File: config.mk
export PLATFORM = sky130hd
export DESIGN_NAME = line_fill_responder
export DESIGN_NICKNAME = d
export VERILOG_FILES = /design/src/rtl/line_fill_responder.sv
export SDC_FILE = /design/constraint.sdc
export NUM_CORES = 2
export LEC_CHECK = 0
export ABC_CLOCK_PERIOD_IN_PS = 6450
export CAP_MARGIN = 20
export CORE_ASPECT_RATIO = 1.75
export CORE_MARGIN = 2
export CORE_UTILIZATION = 50
export CTS_CLUSTER_DIAMETER = 30
export DETAILED_ROUTE_END_ITERATION = 7
export GPL_TIMING_DRIVEN = 0
export PLACE_DENSITY_LB_ADDON = 0.08
export SLEW_MARGIN = 20
export SYNTH_ARGS = -nofsm -noshare
export SYNTH_HDL_FRONTEND = slang
export SYNTH_SLANG_ARGS = --single-unit
File: constraint.sdc
create_clock -name clk -period 6.45 [get_ports clk]
set_clock_uncertainty 0.2 [all_clocks]
set_input_delay 0.9675 -clock clk [delete_from_list [all_inputs] [get_ports clk]]
set_output_delay 0.9675 -clock clk [all_outputs]
set_load 0.05 [all_outputs]
File: src/rtl/line_fill_responder.sv
// line_fill_responder: queues line fill requests from the L1 data cache and
// assembles each line from single-beat downstream reads, one beat in flight.
module line_fill_responder #(
    parameter int ADDR_W     = 32,
    parameter int LINE_BYTES = 64,
    parameter int BEAT_W     = 32,
    parameter int REQ_DEPTH  = 4
) (
    input  logic                    clk,
    input  logic                    rst_n,
    input  logic                    mem_req_valid,
    input  logic [ADDR_W-1:0]       mem_req_addr,
    output logic                    mem_resp_valid,
    output logic [LINE_BYTES*8-1:0] mem_resp_data,
    output logic                    beat_req_valid,
    output logic [ADDR_W-1:0]       beat_req_addr,
    input  logic                    beat_req_ready,
    input  logic                    beat_rsp_valid,
    input  logic [BEAT_W-1:0]       beat_rsp_data,
    output logic                    busy,
    output logic                    overflow_err
);

    // BEATS must be a power of two of at least 2 for beat_idx to cover the line exactly
    localparam int LINE_W     = LINE_BYTES * 8;
    localparam int BEATS      = LINE_W / BEAT_W;
    localparam int BEAT_BYTES = BEAT_W / 8;
    localparam int IDX_W      = $clog2(BEATS);
    localparam int PTR_W      = (REQ_DEPTH > 1) ? $clog2(REQ_DEPTH) : 1;
    localparam int CNT_W      = $clog2(REQ_DEPTH + 1);
    localparam logic [ADDR_W-1:0] LINE_MASK = ~ADDR_W'(LINE_BYTES - 1);

    typedef enum logic [1:0] {
        IDLE  = 2'd0,
        FETCH = 2'd1,
        WAIT  = 2'd2,
        RESP  = 2'd3
    } state_t;

    state_t             state_q, state_d;
    logic [ADDR_W-1:0]  fifo_q [REQ_DEPTH];
    logic [ADDR_W-1:0]  fifo_d [REQ_DEPTH];
    logic [PTR_W-1:0]   wr_ptr_q, wr_ptr_d;
    logic [PTR_W-1:0]   rd_ptr_q, rd_ptr_d;
    logic [CNT_W-1:0]   count_q, count_d;
    logic               overflow_q, overflow_d;
    logic [ADDR_W-1:0]  base_q, base_d;
    logic [IDX_W-1:0]   beat_idx_q, beat_idx_d;
    logic [LINE_W-1:0]  line_q, line_d;
    logic [LINE_W-1:0]  resp_data_q, resp_data_d;
    logic               push;
    logic               pop;

    function automatic logic [PTR_W-1:0] ptr_inc(input logic [PTR_W-1:0] p);
        return (p == PTR_W'(REQ_DEPTH - 1)) ? '0 : p + 1'b1;
    endfunction

    // Fill sequencer: fetch each beat, wait for its data, then present the line
    always_comb begin
        state_d     = state_q;
        base_d      = base_q;
        beat_idx_d  = beat_idx_q;
        line_d      = line_q;
        resp_data_d = resp_data_q;
        pop         = 1'b0;
        case (state_q)
            IDLE: begin
                if (count_q != '0) begin
                    base_d     = fifo_q[rd_ptr_q];
                    beat_idx_d = '0;
                    state_d    = FETCH;
                end
            end
            FETCH: begin
                if (beat_req_ready) begin
                    state_d = WAIT;
                end
            end
            WAIT: begin
                if (beat_rsp_valid) begin
                    line_d[beat_idx_q*BEAT_W +: BEAT_W] = beat_rsp_data;
                    if (beat_idx_q == IDX_W'(BEATS - 1)) begin
                        resp_data_d = line_d;
                        state_d     = RESP;
                    end else begin
                        beat_idx_d = beat_idx_q + 1'b1;
                        state_d    = FETCH;
                    end
                end
            end
            RESP: begin
                pop     = 1'b1;
                state_d = IDLE;
            end
            default: state_d = IDLE;
        endcase
    end

    // Request queue: a full queue still accepts a push when the head leaves in the same cycle
    always_comb begin
        fifo_d     = fifo_q;
        wr_ptr_d   = wr_ptr_q;
        rd_ptr_d   = rd_ptr_q;
        count_d    = count_q;
        push       = mem_req_valid && ((count_q != CNT_W'(REQ_DEPTH)) || pop);
        overflow_d = overflow_q | (mem_req_valid & ~push);
        if (push) begin
            fifo_d[wr_ptr_q] = mem_req_addr & LINE_MASK;
            wr_ptr_d         = ptr_inc(wr_ptr_q);
        end
        if (pop) begin
            rd_ptr_d = ptr_inc(rd_ptr_q);
        end
        case ({push, pop})
            2'b10:   count_d = count_q + 1'b1;
            2'b01:   count_d = count_q - 1'b1;
            default: count_d = count_q;
        endcase
    end

    // State and datapath registers; reset discards any fill in progress
    always_ff @(posedge clk or negedge rst_n) begin
        if (!rst_n) begin
            state_q     <= IDLE;
            fifo_q      <= '{default: '0};
            wr_ptr_q    <= '0;
            rd_ptr_q    <= '0;
            count_q     <= '0;
            overflow_q  <= 1'b0;
            base_q      <= '0;
            beat_idx_q  <= '0;
            line_q      <= '0;
            resp_data_q <= '0;
        end else begin
            state_q     <= state_d;
            fifo_q      <= fifo_d;
            wr_ptr_q    <= wr_ptr_d;
            rd_ptr_q    <= rd_ptr_d;
            count_q     <= count_d;
            overflow_q  <= overflow_d;
            base_q      <= base_d;
            beat_idx_q  <= beat_idx_d;
            line_q      <= line_d;
            resp_data_q <= resp_data_d;
        end
    end

    assign mem_resp_valid = (state_q == RESP);
    assign mem_resp_data  = resp_data_q;
    assign beat_req_valid = (state_q == FETCH);
    assign beat_req_addr  = (state_q == FETCH)
                          ? base_q + ADDR_W'(beat_idx_q) * ADDR_W'(BEAT_BYTES)
                          : '0;
    assign busy           = (state_q != IDLE) || (count_q != '0);
    assign overflow_err   = overflow_q;

endmodule

==> metrics.cfg <==
[finish]
area_growth_pct=26.1
layout.cells.non_filler=6898
final_cell_area_sq_um=63700
drive_gt1_share_pct=13.6
nNetsFinal=5522

[drt]
dr.pass1.iters=6
drc=0
dr_total_vias=39585
wl_per_cell_um=25.8
routed_wl_mm=178
first_iter_violations=3076
via_per_inst=5.74
antenna_left=0

[global_routing]
grt_pass1_wl_mm=262
gr-usage-met3_pct=8.85
grt_busiest_layer=met2
antenna_found_initial=12
grt_use_met1_pct=41.8
grtUsageMet2_pct=56.9
grt_pass1_vias=40356
grt.total_usage_pct=34.3
grt_max_degree=147
grt_remaining_overflow=0

[sta]
max_freq_mhz=185
finalCriticalPeriod_ps=5410
tns_ps=0
relSlewSlack_pct=19.9
rsz0062_at_grt=no
hold_viol_final=0
min_period_over_period_pct=83.9
setup_viol=0
holdWs_ps=276
worstMarginPinSlew_ps=1190
slew_viol_final=0

[clocking]
root_buffer=clkbuf_16
htree_num_levels=4
cts_tree=built
cts_num_sinks=1168
numCtsBuffers=153
postCtsSetupRepairBufs=0
clk_pin_slew_worst_paths_ps=60
insertion_delay_ps=800
clock_path_buffers=3

[floorplanning]
rows=154
core_sq_um=100000
die_w_um=244
die_h_um=424
start_util_pct=50.3
num_io_pins=617
die_area_sq_um=104000

[run_status]
status=finished, final reports clean

[worst_setup_path]
critical_path_peak_fanout=10
cpMaxStageDelayCell=nor3_1
crit_buf_inv=6
startpoint_type=register
reg2reg_from=beat_idx_q[0]$_DFFE_PN0P_
rr_worst_depth=11
critPathLaunch=beat_idx_q[0]$_DFFE_PN0P_
worst_ep_required_time_ps=6900
critical_path.endpoint_type=register
crit_type=register to register
critPathMaxStageDelay_ps=1040
arrival_ps=5860
cp_num_cells=11
crit_family=buffers and inverters
crit_chain=clkbuf_1 > clkbuf_1 > nor3_1 > ha_1 > buf_2 > inv_1 > buf_1 > nor3_1 > buf_2 > mux2i_1 > o21ai_0

[power_and_ir_drop]
p_comb_share_pct=20.0
p_leak_uw=0.0270
p_switching_uw=6570
pwr-share-clk_pct=41.3
power_uw=21500
ir_drop_mv=0.466
p_int_uw=14900
p_per_area_nw_per_um2=337
switching_share_pct=30.6
seqPwrFrac_pct=38.7

[logic_synthesis]
syn_inst=4692
syn_avg_cell_area_sq_um=10.8
synth_edf_count=0
yosys_warnings=0
synthDistinctLibCells=53
synthFlopType=dfrtp_1
ys_ff_latch=1168
synth_area_sq_um=50500
yosysSeqAreaShare_pct=57.9
ys_async_sr_fraction_pct=100

[placed_design]
dp_hpwl_mm=131
placed_area_sq_um=58300
gp_congestion=0.905
dp.cells=6611
portBuffers=576

[hold_path]
min_from=line_q[120]$_DFFE_PN0P_
hold_path_depth=2
worstHoldPathType=register to register

[job]
max-cap-violations=0

## sequential cells by signal, summed over array words and instances, names as in the netlist
signal and flops:
base_q 26, beat_idx_q 4, count_q 3, fifo_q 104
line_q 512, mem_resp_data 512, overflow_err 1, rd_ptr_q 2
state_q 2, wr_ptr_q 2
## worst reg2reg max path, delay by kind of cell, from the launching register on
family | cells | cell delay (ps)
and+or+nand+nor | 2 | 1160
buffers and inverters | 6 | 2440
muxes | 1 | 470
AOI/OAI and AO/OA | 1 | 130
adders and majority gates | 1 | 300
DFF | 1 | 570
## stage by stage
step           util, %  worst slack [ps]
6_report          63.4              1040
5_1_grt           63.4              1020
4_1_cts           63.4              1140
3_5_place_dp      58.1              1160
3_3_place_gp      57.7            -49140
2_1_floorplan        -              3040
## synth_stat cells, types with 26 or more instances
| library cell | count | area [sq um] |
|---|---|---|
| mux2_2 | 292 | 3290 |
| a31oi_1 | 59 | 369 |
| nand2_1 | 787 | 2950 |
| mux2_4 | 30 | 450 |
| nand3_1 | 56 | 280 |
| clkbuf_1 | 294 | 1100 |
| and3_1 | 128 | 801 |
| a21oi_1 | 180 | 901 |
| dfrtp_1 | 1168 | 29200 |
| mux4_2 | 26 | 586 |
| buf_1 | 27 | 101 |
| o21ai_0 | 745 | 3730 |
| buf_2 | 64 | 320 |
| and2_1 | 93 | 582 |
| mux2i_1 | 386 | 3860 |
| nor2_1 | 191 | 717 |
## power groups by stage
stage	clock network [uW]	logic [uW]	registers (uW)
3_3_place_gp	0	4170	8470
3_5_place_dp	0	4280	8430
5_1_grt	9250	4560	8380
2_1_floorplan	0	2620	8540
6_report	8870	4300	8310
4_1_cts	8930	4300	8310
## cell families (layout without fill, tap and decap cells)
family / count (synthesis) / count (layout) / share of synthesized area (%)
other: 1 / 8 / 0.00742
buffers and inverters: 411 / 1284 / 3.32
AO/OA/AOI/OAI: 1040 / 1040 / 10.8
XOR/XNOR: 5 / 5 / 0.0867
AND/OR/NAND/NOR: 1320 / 1320 / 11.4
multiplexers: 735 / 735 / 16.2
flip-flops: 1168 / 1168 / 57.9
adder cells (fa/ha/maj): 12 / 12 / 0.312
## worst paths after layout
check / slack [ps] / end
max: 1040 / mem_resp_data[58]$_DFFE_PN0P_
min: 280 / line_q[120]$_DFFE_PN0P_
max reg2reg: 1040 / mem_resp_data[58]$_DFFE_PN0P_
min reg2reg: 280 / line_q[120]$_DFFE_PN0P_
max in group asynchronous: 2530 / line_q[126]$_DFFE_PN0P_
min in group asynchronous: 550 / fifo_q[122]$_DFFE_PN0P_
## area by class of cell
| type | instances | area, sq um |
|---|---|---|
| Fill cell | 8263 | 36700 |
| Sequential cell | 1168 | 29200 |
| Multi-Input combinational cell | 3114 | 19700 |
| Timing Repair Buffer | 593 | 6080 |
| Clock buffer | 177 | 4050 |
| Tap cell | 1326 | 1660 |
| Buffer | 395 | 1650 |
| Clock inverter | 103 | 1260 |
| Inverter | 16 | 60.1 |
| Antenna cell | 6 | 15.0 |
## layout by cell type, fill, tap and decap left out, drive strengths merged, types with 36 or more instances in the layout
| cell type | count |
|---|---|
| dfrtp | 1168 |
| nand2 | 787 |
| o21ai | 765 |
| clkdlybuf4s50 | 575 |
| clkbuf | 471 |
| mux2i | 386 |
| mux2 | 323 |
| nor2 | 191 |
| a21oi | 181 |
| and3 | 128 |
| buf | 118 |
| and2 | 93 |
| a31oi | 59 |
| nand3 | 56 |
| inv | 50 |
| clkinv | 36 |
## metal layers
metal  share of wire, %  vias up
met4                4.8       16
li1                   -    17720
met3                7.7      341
met1                 39    20102
met2                 49     1406
met5              0.059        -
## what timing repair did
action                                 CTS  global route
hold buffers                             1             0
gates resized for setup                  0             0
endpoints found under the hold margin   84             0
Power figures use the tool's default switching activity.
